<file path="src/rtl/fetch_unit_pkg.sv">
// Shared constants and FSM encoding for the instruction fetch unit.
package fetch_unit_pkg;

    localparam logic [31:0] INST_NOP      = 32'h0000_0013;
    localparam logic [31:0] PC_STEP       = 32'd4;
    localparam logic [31:0] PC_ALIGN_MASK = 32'hFFFF_FFFC;

    typedef enum logic [1:0] {
        ST_BOOT = 2'd0,
        ST_RUN  = 2'd1,
        ST_HALT = 2'd2
    } fetch_state_e;

endpackage

</file>
<file path="src/rtl/fetch_fifo.sv">
// Instruction buffer holding fetched words with their PCs; flush empties it in one cycle.
module fetch_fifo #(
    parameter int FIFO_DEPTH = 2,
    localparam int PTR_W = (FIFO_DEPTH > 1) ? $clog2(FIFO_DEPTH) : 1,
    localparam int CNT_W = $clog2(FIFO_DEPTH + 1)
) (
    input  logic              clk,
    input  logic              rst,
    input  logic              flush,
    input  logic              push,
    input  logic [31:0]       push_data,
    input  logic [31:0]       push_pc,
    input  logic              pop,
    output logic [31:0]       head_data,
    output logic [31:0]       head_pc,
    output logic [CNT_W-1:0]  count
);

    logic [31:0]      data_mem [FIFO_DEPTH];
    logic [31:0]      pc_mem   [FIFO_DEPTH];
    logic [PTR_W-1:0] wr_ptr_q, wr_ptr_d;
    logic [PTR_W-1:0] rd_ptr_q, rd_ptr_d;
    logic [CNT_W-1:0] count_q, count_d;

    function automatic logic [PTR_W-1:0] next_ptr(input logic [PTR_W-1:0] ptr);
        return (ptr == PTR_W'(FIFO_DEPTH - 1)) ? '0 : ptr + PTR_W'(1);
    endfunction

    always_comb begin
        wr_ptr_d = wr_ptr_q;
        rd_ptr_d = rd_ptr_q;
        count_d  = count_q;
        if (flush) begin
            wr_ptr_d = '0;
            rd_ptr_d = '0;
            count_d  = '0;
        end else begin
            if (push) wr_ptr_d = next_ptr(wr_ptr_q);
            if (pop)  rd_ptr_d = next_ptr(rd_ptr_q);
            count_d = count_q + CNT_W'(push) - CNT_W'(pop);
        end
    end

    always_ff @(posedge clk or posedge rst) begin
        if (rst) begin
            wr_ptr_q <= '0;
            rd_ptr_q <= '0;
            count_q  <= '0;
        end else begin
            wr_ptr_q <= wr_ptr_d;
            rd_ptr_q <= rd_ptr_d;
            count_q  <= count_d;
        end
    end

    // Storage carries no reset; validity is tracked by count_q alone.
    always_ff @(posedge clk) begin
        if (push && !flush) begin
            data_mem[wr_ptr_q] <= push_data;
            pc_mem[wr_ptr_q]   <= push_pc;
        end
    end

    assign head_data = data_mem[rd_ptr_q];
    assign head_pc   = pc_mem[rd_ptr_q];
    assign count     = count_q;

endmodule

</file>
<file path="src/rtl/fetch_unit.sv">
// Instruction fetch unit: issues in-order memory requests, buffers responses, drops stale ones after redirects.
// Optional macro FETCH_MISALIGN_TRAP_EN halts fetch on a misaligned redirect target.
module fetch_unit
    import fetch_unit_pkg::*;
#(
    parameter logic [31:0] RESET_PC   = 32'h0000_0000,
    parameter int          FIFO_DEPTH = 2
) (
    input  logic        clk,
    input  logic        rst,
    output logic        imem_req_valid,
    input  logic        imem_req_ready,
    output logic [31:0] imem_req_addr,
    input  logic        imem_rsp_valid,
    input  logic [31:0] imem_rsp_data,
    input  logic        redirect_valid,
    input  logic [31:0] redirect_pc,
    output logic        inst_valid,
    input  logic        inst_ready,
    output logic [31:0] inst,
    output logic [31:0] inst_pc,
    output logic        fetch_misaligned
);

    localparam int CNT_W = $clog2(FIFO_DEPTH + 1);
    localparam int SUM_W = CNT_W + 2;

    fetch_state_e     state_q, state_d;
    logic [31:0]      fetch_pc_q, fetch_pc_d;
    logic [CNT_W-1:0] live_q, live_d;
    logic [CNT_W-1:0] drop_count_q, drop_count_d;
    logic [CNT_W-1:0] fifo_count;
    logic [31:0]      head_data, head_pc;
    logic [SUM_W-1:0] inflight;
    logic             req_fire;
    logic             fifo_push;
    logic             fifo_pop;
    logic [31:0]      redirect_target;

    // Tracks the PC of each live request so the response can be tagged on push.
    logic [31:0]      rsp_pc_q, rsp_pc_d;
    logic [31:0]      tag_mem [FIFO_DEPTH];
    logic [$clog2(FIFO_DEPTH+1)-1:0] unused_cnt;

    assign redirect_target = redirect_pc & PC_ALIGN_MASK;
    assign inflight = SUM_W'(fifo_count) + SUM_W'(live_q) + SUM_W'(drop_count_q);
    assign inst_valid = (fifo_count != '0);
    assign fifo_pop   = inst_valid & inst_ready;
    assign inst       = inst_valid ? head_data : INST_NOP;
    assign inst_pc    = inst_valid ? head_pc : 32'h0;
    assign imem_req_addr = fetch_pc_q;

    always_comb begin
        state_d        = state_q;
        imem_req_valid = 1'b0;
        case (state_q)
            ST_BOOT: state_d = ST_RUN;
            ST_RUN:  imem_req_valid = (inflight < SUM_W'(FIFO_DEPTH));
            ST_HALT: state_d = ST_HALT;
            default: state_d = ST_BOOT;
        endcase
`ifdef FETCH_MISALIGN_TRAP_EN
        if (redirect_valid && (redirect_pc[1:0] != 2'b00)) state_d = ST_HALT;
`endif
    end

    always_comb begin
        req_fire     = imem_req_valid & imem_req_ready;
        fifo_push    = imem_rsp_valid && (drop_count_q == '0) && !redirect_valid;
        fetch_pc_d   = req_fire ? fetch_pc_q + PC_STEP : fetch_pc_q;
        live_d       = live_q;
        drop_count_d = drop_count_q;
        if (redirect_valid) begin
            // Everything still in flight, including this cycle's request, becomes stale.
            fetch_pc_d   = redirect_target;
            live_d       = '0;
            drop_count_d = drop_count_q + live_q + CNT_W'(req_fire) - CNT_W'(imem_rsp_valid);
        end else begin
            if (imem_rsp_valid && (drop_count_q != '0)) drop_count_d = drop_count_q - CNT_W'(1);
            live_d = live_q + CNT_W'(req_fire) - CNT_W'(fifo_push);
        end
    end

    // Response PC is the oldest live request PC: fetch_pc minus the live count.
    always_comb begin
        rsp_pc_d = fetch_pc_q - (32'(live_q) << 2);
    end
    assign rsp_pc_q   = rsp_pc_d;
    assign unused_cnt = '0;

    always_ff @(posedge clk or posedge rst) begin
        if (rst) begin
            state_q      <= ST_BOOT;
            fetch_pc_q   <= RESET_PC;
            live_q       <= '0;
            drop_count_q <= '0;
        end else begin
            state_q      <= state_d;
            fetch_pc_q   <= fetch_pc_d;
            live_q       <= live_d;
            drop_count_q <= drop_count_d;
        end
    end

`ifdef FETCH_MISALIGN_TRAP_EN
    logic fetch_misaligned_q, fetch_misaligned_d;
    always_comb begin
        fetch_misaligned_d = fetch_misaligned_q;
        if (redirect_valid && (redirect_pc[1:0] != 2'b00)) fetch_misaligned_d = 1'b1;
    end
    always_ff @(posedge clk or posedge rst) begin
        if (rst) fetch_misaligned_q <= 1'b0;
        else     fetch_misaligned_q <= fetch_misaligned_d;
    end
    assign fetch_misaligned = fetch_misaligned_q;
`else
    assign fetch_misaligned = 1'b0;
`endif

    fetch_fifo #(.FIFO_DEPTH(FIFO_DEPTH)) u_fifo (
        .clk       (clk),
        .rst       (rst),
        .flush     (redirect_valid),
        .push      (fifo_push),
        .push_data (imem_rsp_data),
        .push_pc   (rsp_pc_q),
        .pop       (fifo_pop),
        .head_data (head_data),
        .head_pc   (head_pc),
        .count     (fifo_count)
    );

`ifndef SYNTHESIS
    a_no_overflow: assert property (@(posedge clk) disable iff (rst)
        !(imem_rsp_valid && (drop_count_q == '0) && (fifo_count == CNT_W'(FIFO_DEPTH))));
`endif

endmodule

</file>
<file path="config.mk">
export PLATFORM = sky130hd
export DESIGN_NAME = fetch_unit
export DESIGN_NICKNAME = d
export VERILOG_FILES = /design/src/rtl/fetch_unit_pkg.sv /design/src/rtl/fetch_fifo.sv /design/src/rtl/fetch_unit.sv
export SDC_FILE = /design/constraint.sdc
export NUM_CORES = 1
export LEC_CHECK = 0
export CORE_MARGIN = 2
export CORE_UTILIZATION = 55
export CTS_BUF_LIST = sky130_fd_sc_hd__clkbuf_16
export DETAILED_ROUTE_END_ITERATION = 12
export HOLD_SLACK_MARGIN = 0.12
export PLACE_DENSITY = 0.85
export SYNTH_ARGS = -nofsm -noshare
export SYNTH_HDL_FRONTEND = slang
export SYNTH_SLANG_ARGS = --single-unit
</file>
<file path="constraint.sdc">
create_clock -name clk -period 15.7 [get_ports clk]
set_clock_uncertainty 0.2 [all_clocks]
set_input_delay 3.14 -clock clk [delete_from_list [all_inputs] [get_ports clk]]
set_output_delay 3.14 -clock clk [all_outputs]
set_load 0.01 [all_outputs]
</file>
==> Yosys cells after proc, flatten, opt, wreduce, memory -nomap -nowiden <==
Memories as Yosys holds them, arrays and structs flattened.
Index checks and enable logic that the tools add are counted.
{ "totals": {"ff_bits": 42, "ramBits": 128, "input_bits": 70, "output_inout_bits": 99, "elab_cells": 59, "mem_count": 2} }
{ "op_classes": {"add_sub_neg": 14, "order_cmp": 1, "n_eq_ne": 2, "n_mux": 18, "bitwise_logic": 2, "reduce_logical": 13} }
{ "memory_table": {"columns": ["memory", "depth", "word_bits", "rd", "rd_clocked_by_memory_dff", "write_ports", "line_no", "rtl"], "rows": [
  ["u_fifo.data_mem", 2, 32, 1, 0, 1, "fetch_fifo.sv:19", "logic [31:0] data_mem [FIFO_DEPTH];"],
  ["u_fifo.pc_mem", 2, 32, 1, 0, 1, "fetch_fifo.sv:20", "logic [31:0] pc_mem [FIFO_DEPTH];"]
]} }
{ "op_table": {"columns": ["op", "n"], "rows": [
  ["32-bit 2-to-1 mux", 4],
  ["32-bit by 3-bit adder with 32-bit output, second input constant", 1],
  ["32-bit by 4-bit subtractor with 32-bit output", 1],
  ["2-bit nonzero test", 6],
  ["1-bit 2-to-1 mux", 9],
  ["2-bit 2-to-1 mux", 4],
  ["2-bit by 1-bit adder with 2-bit output", 3],
  ["2-bit case mux with 3 select lines", 1],
  ["2-bit by 1-bit subtractor with 2-bit output", 3],
  ["3-bit by 2-bit adder with 4-bit output", 1],
  ["1-bit logical AND", 4],
  ["2-bit logical NOT", 2],
  ["4-bit by 2-bit < comparator with 1-bit output, second input constant", 1],
  ["2-bit by 2-bit adder with 3-bit output", 1],
  ["1-bit adder, second input constant", 2],
  ["2-bit adder", 1],
  ["1-bit AND", 2],
  ["2-bit by 1-bit == test with 1-bit output, second input constant", 1],
  ["2-bit == test, second input constant", 1],
  ["2-bit by 1-bit subtractor with 2-bit output, second input constant", 1],
  ["1-bit logical NOT", 1]
]} }

==> Depth between registers and ports, before layout <==
Gate-level depths: netlist of the first run.
{ "depth": {"word_depth": 8, "depth_mapped": 13, "mapped_depth_nobuf": 12} }

==> Hierarchy <==
Synthesis of the first run repeated with hierarchy kept, for this count alone.
{ "unflattened": {"cells_unflattened": 666, "area_unflattened_um2": 8466.9} }
{ "by_module_without_submodules": {"columns": ["mod", "instances", "cells_per_inst", "area_per_inst_um2", "seq_area_each_um2"], "rows": [
  ["fetch_fifo", 1, 217, 5034.8, 3943.8],
  ["fetch_unit", 1, 449, 3432.0, 900.9]
]} }

==> Worst setup path after synthesis of the first run <==
Ideal clock, no wire load.
{ "synth_timing": {"path_type": "in2reg", "from": "input redirect_valid", "to": "memory u_fifo.data_mem[0][0] (enable)", "setup_time_ns": 0.559, "arrival_time_ns": 8.019, "required_time_ns": 14.941, "slack_ns": 6.922, "cell_stages": 4, "path_buffers": 3, "path_cell_list": "clkbuf_1 > clkbuf_1 > buf_1 > nor3_1"} }
{ "synth_between": {"elab_chain_len": 5} }
{ "synth_lines": {"columns": ["item", "line_no", "rtl"], "rows": [
  ["from (decl)", "fetch_unit.sv:16", "input logic redirect_valid,"],
  ["1-bit logical NOT *", "fetch_fifo.sv:58, fetch_unit.sv:69", null],
  ["1-bit logical AND", "fetch_unit.sv:69", "fifo_push = imem_rsp_valid && (drop_count_q == '0) && !redirect_valid;"],
  ["1-bit logical AND *", "fetch_fifo.sv:58", "if (push && !flush) begin"],
  ["1-bit 2-to-1 mux *", "fetch_fifo.sv:58", null],
  ["1-bit 2-to-1 mux (not written as such) *", "fetch_fifo.sv:59", "data_mem[wr_ptr_q] <= push_data;"],
  ["to (decl)", "fetch_fifo.sv:19", null]
]} }
Mark *: on every way between the ends. The rest lies on a longest branch, timed or not.

==> Worst setup path in the final report of the first run <==
{ "layout_timing": {"from": "register live_q[1]", "to": "output imem_req_valid"} }
{ "layout_between": {"elab_chain_len": 4} }
{ "layout_lines": {"columns": ["item", "line_no", "rtl"], "rows": [
  ["from (decl)", "fetch_unit.sv:30", "logic [CNT_W-1:0] live_q, live_d;"],
  ["from (signal assigned)", "fetch_unit.sv:100", "live_q <= live_d;"],
  ["2-bit by 2-bit adder with 3-bit output", "fetch_unit.sv:46", "assign inflight = SUM_W'(fifo_count) + SUM_W'(live_q) + SUM_W'(drop_count_q);"],
  ["3-bit by 2-bit adder with 4-bit output", "fetch_unit.sv:46", null],
  ["4-bit by 2-bit < comparator with 1-bit output", "fetch_unit.sv:58", "ST_RUN: imem_req_valid = (inflight < SUM_W'(FIFO_DEPTH));"],
  ["1-bit 2-to-1 mux", "fetch_unit.sv:56", "case (state_q)"],
  ["to (decl)", "fetch_unit.sv:11", "output logic imem_req_valid,"]
]} }
Every way passes these cells.

==> impl_metrics.tcl, run 1 <==
set metrics [dict create \
    stdcell_area_mm2 0.0102 \
    antenna_found_initial 0 \
    critPathKind "register to output pin" \
    pwr_density_cell_mw_per_mm2 151 \
    worst_setup_path_startpoint "live_q[1]" \
    setup_viol 0 \
    ios 169 \
    cpMostUsedCell "inv_1" \
    coreArea_mm2 0.0139 \
    firstDrtPassIters 5 \
    end_kind "output pin" \
    rows 43 \
    clock_path_buffers 2 \
    n_antenna_cell 0 \
    fin_tns_setup_ns 0 \
    cp.arrival_ns 2.88 \
    ys_warn_count 0 \
    fmax_ghz 0.161 \
    wl_per_cell_um 18.0 \
    hp-class "register to register" \
    die_area_mm2 0.0153 \
    critPathSlowestCell "clkdlybuf4s50_1" \
    routed_wl_um 17900 \
    yosysSeqAreaShare 0.598 \
    holdCritStartpoint "state_q[0]" \
    numPortBuffers 161 \
    cts_tree "built" \
    route.antenna.remaining_nets 0 \
    gp_congestion 0.902 \
    timing.rr.start "live_q[1]" \
    rsz0062_at_grt "no" \
    cts_root_buffer "clkbuf_16" \
    via_count 5701 \
    die_h_um 124 \
    grt-ovfl-total 0 \
    static-leakage-power_nw 3.56 \
    critical_path.max_fanout 5 \
    crit_chain "inv_1 -> fa_1 -> inv_1 -> ha_1 -> nand4bb_1 -> nor2_1 -> clkdlybuf4s50_1" \
    vdd.ir_drop.worst_mv 0.103 \
    initial_core_util 0.567 \
    worstMarginPinSlew_ns 1.08 \
    drc 0 \
    drtIter0Drc 563 \
    clk_pin_slew_ns 0.06 \
    die_x_um 124 \
    grt_usage 0.239 \
    start_kind "register" \
    area_delta_synth_final_pct 29.1 \
    postPlaceCellArea_mm2 0.00960 \
    syn_area_per_cell_um2 12.0 \
    syn-cell-area_mm2 0.00790 \
    grt_start_max_net_pins 64 \
    synth_ff_type "edfxtp_1" \
    via_per_inst 5.72 \
    synth_top_area_cell "edfxtp_1" \
    hold_viol_final 0 \
    synth_top_area_share 0.471 \
    async_flop_share 0.244 \
    cts.htree.levels 4 \
    post_cts_buffers 0 \
    cts_sinks 164 \
    cts_hold_buf 0 \
    drv_cap 0 \
    first_global_vias 5508 \
    cts_inserted_buffers 17 \
    finalCriticalPeriod_ns 6.22 \
    clock_latency_ns 0.43 \
    drive_gt1_frac 0.0526 \
    placedCellCount 965 \
    fin_cells 997 \
    post_cts_resized 0 \
    synth.ff_latch_count 164 \
    drv_slew 0 \
    ys_top_cells_by_area "edfxtp_1 47%, dfrtp_1 13%, mux2i_1 8.0%" \
    min_period_over_period 0.396 \
    worstPathRequired_ns 12.36 \
    finish.net_count 889 \
    slew_headroom 0.277 \
    netlist_instances 660 \
    dp_hpwl_um 11900 \
    synth.distinct_cells 48 \
    cpPeakStageDelay_ns 0.55 \
    grt_pass1_wl_um 27700 \
    synth_edf_count 124 \
    status "finished clean" \
]
[where the power goes]
| group | leakage [nW] | total, W | switching, W | internal (W) |
|---|---|---|---|---|
| clock network | 0.299 | 0.000419 | 0.000158 | 0.000262 |
| registers | 1.59 | 0.000588 | 0.0000635 | 0.000525 |
| logic | 1.67 | 0.000529 | 0.000268 | 0.000261 |
| total | 3.56 | 0.00154 | 0.000489 | 0.00105 |
[path summary, 6_finish.rpt]
path / to / slack, ns / cells after the start
max in group asynchronous: u_fifo.rd_ptr_q / 11.92 / 3
setup / recovery: imem_req_valid / 9.48 / 7
hold reg to reg: state_q[1] / 0.30 / 1
hold / removal: state_q[1] / 0.30 / 1
min in group asynchronous: imem_req_addr[11] / 2.96 / 3
setup reg to reg: drop_count_q[1] / 11.65 / 12
[per-stage QoR]
stage	hold WS, ns	setup WS [ns]	utilization	total power, W
5_1_grt	0.326	9.33	0.732	0.00162
6_report	0.297	9.48	0.732	0.00154
3_3_place_gp	0.255	9.76	0.689	0.00110
3_5_place_dp	0.295	9.68	0.689	0.00112
4_1_cts	0.302	9.48	0.732	0.00155
2_1_floorplan	0.241	6.92	-	0.000885
[state kept, by name, summed over array words and instances, names as in the netlist, 2 cells and up]
register / flops
imem_req_addr: 30
u_fifo.pc_mem: 60
live_q: 2
u_fifo.data_mem: 64
drop_count_q: 2
u_fifo.count: 2
state_q: 2
[worst max-delay path: cells and delay by family (launching register included)]
kind / cells / cell delay [ns]
flops: 1 / 0.44
simple gates: 2 / 0.46
fa+ha+maj: 2 / 0.85
buf+inv: 3 / 0.70
[kinds of logic after synthesis]
| group | Yosys count | share of synthesized area |
|---|---|---|
| multiplexers | 63 | 0.0798 |
| AND/OR/NAND/NOR | 248 | 0.162 |
| adder cells (fa/ha/maj) | 15 | 0.0266 |
| AO/OA/AOI/OAI | 56 | 0.0467 |
| XOR/XNOR | 44 | 0.0488 |
| other | 1 | 0.000475 |
| flip-flops | 164 | 0.598 |
| buffers and inverters | 69 | 0.0380 |
[per-layer routing]
| layer | global-route usage | vias to the layer above | part of all wire | wire length, µm |
|---|---|---|---|---|
| li1 | - | 2694 | - | - |
| met2 | 0.384 | 276 | 0.49 | 8770 |
| met3 | 0.0517 | 23 | 0.079 | 1420 |
| met4 | 0.0916 | 0 | 0.016 | 289 |
| met1 | 0.319 | 2708 | 0.42 | 7450 |
| met5 | 0 | - | 0 | 0 |
[cell usage after synthesis, drive strengths merged (6+ instances only)]
cell type,instances
or4,14
xnor2,23
inv,24
a31oi,16
clkbuf,23
nor4,16
ha,12
o21ai,14
o31ai,16
nand4,18
and3,6
nand2,27
buf,22
mux2i,63
nor2b,6
nor3,12
dfrtp,40
xor2,21
nand3,21
edfxtp,124
nor2,99
[area by class of cell]
cell class              instances  area [µm²]
fillers                       945        3740
clock buffers                  17         425
well taps                     180         225
multi-input cells             431        2900
inverters                      24        90.1
repair buffers                166        1650
flip-flops and latches        164        4730
clock inverters                15         175
[cells in the final DEF, fill, tap and decap left out, types with 2 or more instances in the layout]
cell type        count
xnor2_1             23
and3_1               6
nand4b_1             3
bufinv_16            4
nor3b_1              5
dfrtp_1             39
edfxtp_1           124
mux2i_1             63
clkdlybuf4s50_1    161
inv_1               28
nor3_1              11
or3_1                5
xor2_1              21
or2_2                2
conb_1               5
nor2_1              98
clkinvlp_4           3
nor4b_1              2
nand2b_1             4
nor2b_1              6
nand3_1             20
nand4_2              2
a22oi_1              3
or4_1               14
clkbuf_16           17
nand2_1             27
ha_1                12
nor4_1              15
o31ai_1             16
fa_1                 3
nand4_1             16
clkinv_2             2
o21ai_0             14
and4b_1              2
and2_1               2
buf_4                5
clkinv_1             2
a31oi_1             16
Note: power is estimated with default switching activity, not from simulation.
==> run 2, diff against run 1 <==
--- a/config.mk
+++ b/config.mk
@@ -6,11 +6,11 @@
 export NUM_CORES = 1
 export LEC_CHECK = 0
 export CORE_MARGIN = 2
-export CORE_UTILIZATION = 55
+export CORE_UTILIZATION = 51
 export CTS_BUF_LIST = sky130_fd_sc_hd__clkbuf_16
 export DETAILED_ROUTE_END_ITERATION = 12
 export HOLD_SLACK_MARGIN = 0.12
-export PLACE_DENSITY = 0.85
+export PLACE_DENSITY = 0.8
 export SYNTH_ARGS = -nofsm -noshare
 export SYNTH_HDL_FRONTEND = slang
 export SYNTH_SLANG_ARGS = --single-unit
==> constraint.sdc (replaced) <==
create_clock -name clk -period 6.3 [get_ports clk]
set_clock_uncertainty 0.2 [all_clocks]
set_input_delay 1.26 -clock clk [delete_from_list [all_inputs] [get_ports clk]]
set_output_delay 1.26 -clock clk [all_outputs]
set_load 0.01 [all_outputs]
==> impl_metrics.tcl, run 2 (same netlist as run 1, synthesis figures left out) <==
set metrics [dict create \
    cp.arrival_ns 2.92 \
    cts_inserted_buffers 17 \
    critPathKind "register to output pin" \
    rows 45 \
    largest_reg_flops 64 \
    worstMarginPinSlew_ns 1.07 \
    grt-ovfl-total 0 \
    critical_path.max_fanout 5 \
    clk_pin_slew_ns 0.06 \
    hold_ws_ns 0.278 \
    static-leakage-power_nw 3.55 \
    numPortBuffers 161 \
    clock_latency_ns 0.42 \
    initial_core_util 0.522 \
    gp_congestion 0.846 \
    grt_start_max_net_pins 64 \
    layout_setup_ws_ns 1.92 \
    slew_headroom 0.284 \
    wl_per_cell_um 18.1 \
    post_cts_resized 0 \
    finalCriticalPeriod_ns 4.38 \
    finish.net_count 889 \
    start_kind "register" \
    grt_pass1_wl_um 28500 \
    status "finished clean" \
    end_kind "output pin" \
    place_ws_ns 2.20 \
    fmax_ghz 0.228 \
    hold_viol_final 0 \
    hp-class "register to register" \
    n_antenna_cell 0 \
    cp_top_family "adder cells" \
    pwr_density_cell_mw_per_mm2 374 \
    fin_cells 1005 \
    final_cell_mix "161 x clkdlybuf4s50_1, 124 x edfxtp_1, 98 x nor2_1, 63 x mux2i_1, 39 x dfrtp_1" \
    rsz0062_at_grt "no" \
    antenna_found_initial 0 \
    firstDrtPassIters 5 \
    via_per_inst 5.73 \
    cts_sinks 164 \
    worstPathRequired_ns 4.84 \
    cts_hold_buf 0 \
    cpMostUsedCell "inv_1" \
    cpPeakStageDelay_ns 0.55 \
    first_global_vias 5656 \
    placedCellCount 973 \
    ios 169 \
    via_count 5763 \
    largest-register "u_fifo.data_mem" \
    vdd.ir_drop.worst_mv 0.297 \
    drc 0 \
    drive_gt1_frac 0.0514 \
    die_h_um 128 \
    cp_num_buf_inv 3 \
    grt_usage 0.224 \
    clock_path_buffers 2 \
    die_area_mm2 0.0165 \
    drv_cap 0 \
    cts.htree.levels 4 \
    total_power_w 0.00382 \
    dp_hpwl_um 12400 \
    crit_chain "inv_1 -> fa_1 -> inv_1 -> ha_1 -> nand4bb_1 -> nor2_1 -> clkdlybuf4s50_1" \
    min_period_over_period 0.696 \
    setup_viol 0 \
    routed_wl_um 18200 \
    route.antenna.remaining_nets 0 \
    cts_root_buffer "clkbuf_16" \
    final_common_cell "clkdlybuf4s50_1" \
    die_x_um 128 \
    fin_tns_setup_ns 0 \
    critPathSlowestCell "clkdlybuf4s50_1" \
    drv_slew 0 \
    drtIter0Drc 468 \
    post_cts_buffers 0 \
    coreArea_mm2 0.0151 \
    cts_tree "built" \
    area_delta_synth_final_pct 29.2 \
]
-- run 2: per-layer routing --
| metal | part of all wire | vias to the layer above | global-route usage |
|---|---|---|---|
| li1 | - | 2700 | - |
| met1 | 0.43 | 2779 | 0.297 |
| met2 | 0.49 | 259 | 0.372 |
| met3 | 0.063 | 25 | 0.0491 |
| met4 | 0.016 | 0 | 0.0724 |
| met5 | 0 | - | 0 |
-- run 2: worst paths after layout --
kind,startpoint,end,slack [ns],depth (start not counted)
hold / removal,state_q[0],state_q[1],0.28,1
min in group asynchronous,rst,imem_req_addr[18],1.08,3
setup / recovery,live_q[1],imem_req_valid,1.92,7
max in group asynchronous,rst,u_fifo.rd_ptr_q,4.42,3
setup reg to reg,live_q[1],drop_count_q[1],2.35,12
hold reg to reg,state_q[0],state_q[1],0.28,1
-- run 2: area by class of cell --
| class | instances | area (µm²) |
|---|---|---|
| fill | 1098 | 4940 |
| sequential | 164 | 4730 |
| multi-input combinational | 431 | 2910 |
| timing repair buffer | 166 | 1650 |
| clock buffer | 17 | 425 |
| tap | 188 | 235 |
| clock inverter | 15 | 171 |
| inverter | 24 | 90.1 |
-- run 2: power by group --
group          internal (W)  switching, W  total (W)
combinational      0.000651      0.000658    0.00131
sequential          0.00131      0.000161    0.00147
clock              0.000651      0.000395    0.00105
-- run 2: stage by stage --
stage / area, µm² / util
after floorplan: 7920 / -
after detailed placement: 9610 / 0.635
final: 10200 / 0.674
after global placement: 9610 / 0.635
after CTS: 10200 / 0.674
after global routing: 10200 / 0.674
==> run 3, diff against run 2 <==
==> constraint.sdc (replaced) <==
create_clock -name clk -period 4.46 [get_ports clk]
set_clock_uncertainty 0.2 [all_clocks]
set_input_delay 0.892 -clock clk [delete_from_list [all_inputs] [get_ports clk]]
set_output_delay 0.892 -clock clk [all_outputs]
set_load 0.01 [all_outputs]
==> impl_metrics.tcl, run 3 (same netlist as run 1, synthesis figures left out) <==
set metrics [dict create \
    status "finished clean" \
    finish.net_count 893 \
    start_kind "register" \
    area_delta_synth_final_pct 29.6 \
    die_area_mm2 0.0165 \
    cpPeakStageDelay_ns 0.55 \
    cts_hold_buf 0 \
    rows 45 \
    cts_root_buffer "clkbuf_16" \
    die_x_um 128 \
    finalCriticalPeriod_ns 3.99 \
    final_cell_mix "161 x clkdlybuf4s50_1, 124 x edfxtp_1, 98 x nor2_1, 63 x mux2i_1, 39 x dfrtp_1" \
    routed_wl_um 17800 \
    rsz0062_at_grt "no" \
    via_count 5653 \
    static-leakage-power_nw 3.58 \
    cts_inserted_buffers 17 \
    cp.arrival_ns 2.90 \
    first_global_vias 5554 \
    coreArea_mm2 0.0151 \
    placedCellCount 977 \
    worstMarginPinSlew_ns 0.958 \
    swShare 0.318 \
    die_h_um 128 \
    cts.htree.levels 4 \
    clock_latency_ns 0.42 \
    antenna_found_initial 0 \
    area.sequential_mm2 0.00473 \
    worstPathRequired_ns 3.37 \
    multiInputGateArea_mm2 0.00291 \
    cts_sinks 164 \
    hold_viol_final 0 \
    ios 169 \
    power_frac_comb 0.349 \
    fill_cells 1103 \
    grt-ovfl-total 0 \
    dp_hpwl_um 12400 \
    grt_pass1_wl_um 28300 \
    dr_wl_met2_um 8690 \
    drc 0 \
    critPathSlowestCell "clkdlybuf4s50_1" \
    clock_path_buffers 2 \
    cpMostUsedCell "inv_1" \
    largest_reg_flops 64 \
    p_int_w 0.00371 \
    dr_wl_met3_um 1170 \
    critical_path.max_fanout 5 \
    top_signal_layer_used "met4" \
    gp_congestion 0.864 \
    drt-met1-wl_um 7670 \
    crit_chain "inv_1 -> fa_1 -> inv_1 -> ha_1 -> nand4bb_1 -> nor2_1 -> clkdlybuf4s50_1" \
    power_frac_clock 0.273 \
    pwr_density_cell_mw_per_mm2 530 \
    fmax_ghz 0.250 \
    largest-register "u_fifo.data_mem" \
    cts_tree "built" \
    route.antenna.remaining_nets 0 \
    numPortBuffers 161 \
    clk_pin_slew_ns 0.06 \
    post_cts_resized 0 \
    hp-class "register to register" \
    final_util 0.676 \
    drv_cap 0 \
    wl_per_cell_um 17.7 \
    seqPwrFrac 0.378 \
    firstDrtPassIters 4 \
    end_kind "output pin" \
    switchingPower_w 0.00172 \
    vdd.ir_drop.worst_mv 0.375 \
    drtIter0Drc 435 \
    post_cts_buffers 0 \
    slew_headroom 0.361 \
    drv_slew 0 \
    critPathKind "register to output pin" \
    min_period_over_period 0.895 \
    fin_cells 1009 \
    final_common_cell "clkdlybuf4s50_1" \
    grt_start_max_net_pins 63 \
    fin_tns_setup_ns 0 \
    initial_core_util 0.522 \
    grt_usage 0.223 \
    n_antenna_cell 0 \
    via_per_inst 5.60 \
    setup_viol 0 \
    drive_gt1_frac 0.0585 \
]
==> run 3: cell count changes in the layout (fill, tap and decap cells not counted) <==
cell      before  now
buf_4          5    9
clkinv_2       2    4
clkinv_1       5    2
inv_1         26   27
==> run 3: worst max-delay path: cells and delay by family, from the launching register on <==
family	cells	cell delay, ns
adder cells (fa/ha/maj)	2	0.84
buffers and inverters	3	0.70
AND/OR/NAND/NOR	2	0.49
flip-flops	1	0.44
==> run 3: area by class of cell <==
class / instances / area share
Inverter: 24 / 0.00880
Clock buffer: 17 / 0.0415
Clock inverter: 15 / 0.0170
Multi-Input combinational cell: 431 / 0.284
Sequential cell: 164 / 0.462
Tap cell: 188 / 0.0230
Timing Repair Buffer: 170 / 0.164
==> run 3: worst paths after layout <==
path                            slack, ns                end  startpoint  cells past startpoint
worst min register to register       0.29         state_q[1]  state_q[0]                      1
worst max register to register       0.79  imem_req_addr[20]   live_q[1]                      8
max in group asynchronous            2.49  imem_req_addr[29]         rst                      3
min in group asynchronous            0.78  imem_req_addr[14]         rst                      2
worst max-delay path                 0.47     imem_req_valid   live_q[1]                      7
worst min-delay path                 0.29         state_q[1]  state_q[0]                      1
==> run 3: metrics by stage <==
stage          hold slack, ns  area (µm²)  power [W]  worst slack, ns
2_1_floorplan           0.241        7930    0.00311            0.755
3_3_place_gp            0.256        9640    0.00393            0.889
3_5_place_dp            0.277        9640    0.00398            0.781
4_1_cts                 0.284       10200    0.00547            0.454
5_1_grt                 0.311       10200    0.00571            0.360
6_report                0.291       10200    0.00543            0.467
==> run 3: metal layers <==
metal,GRT usage,vias up
met3,0.0462,22
met1,0.292,2703
met5,0,-
met4,0.0802,0
li1,-,2707
met2,0.372,221
==> run 3: power by group through the flow <==
stage	logic, W	registers [W]	clock network (W)
global placement	0.00186	0.00207	0
floorplan	0.00114	0.00197	0
CTS	0.00191	0.00205	0.00150
global route	0.00207	0.00207	0.00156
detailed placement	0.00190	0.00208	0
finish	0.00190	0.00205	0.00148
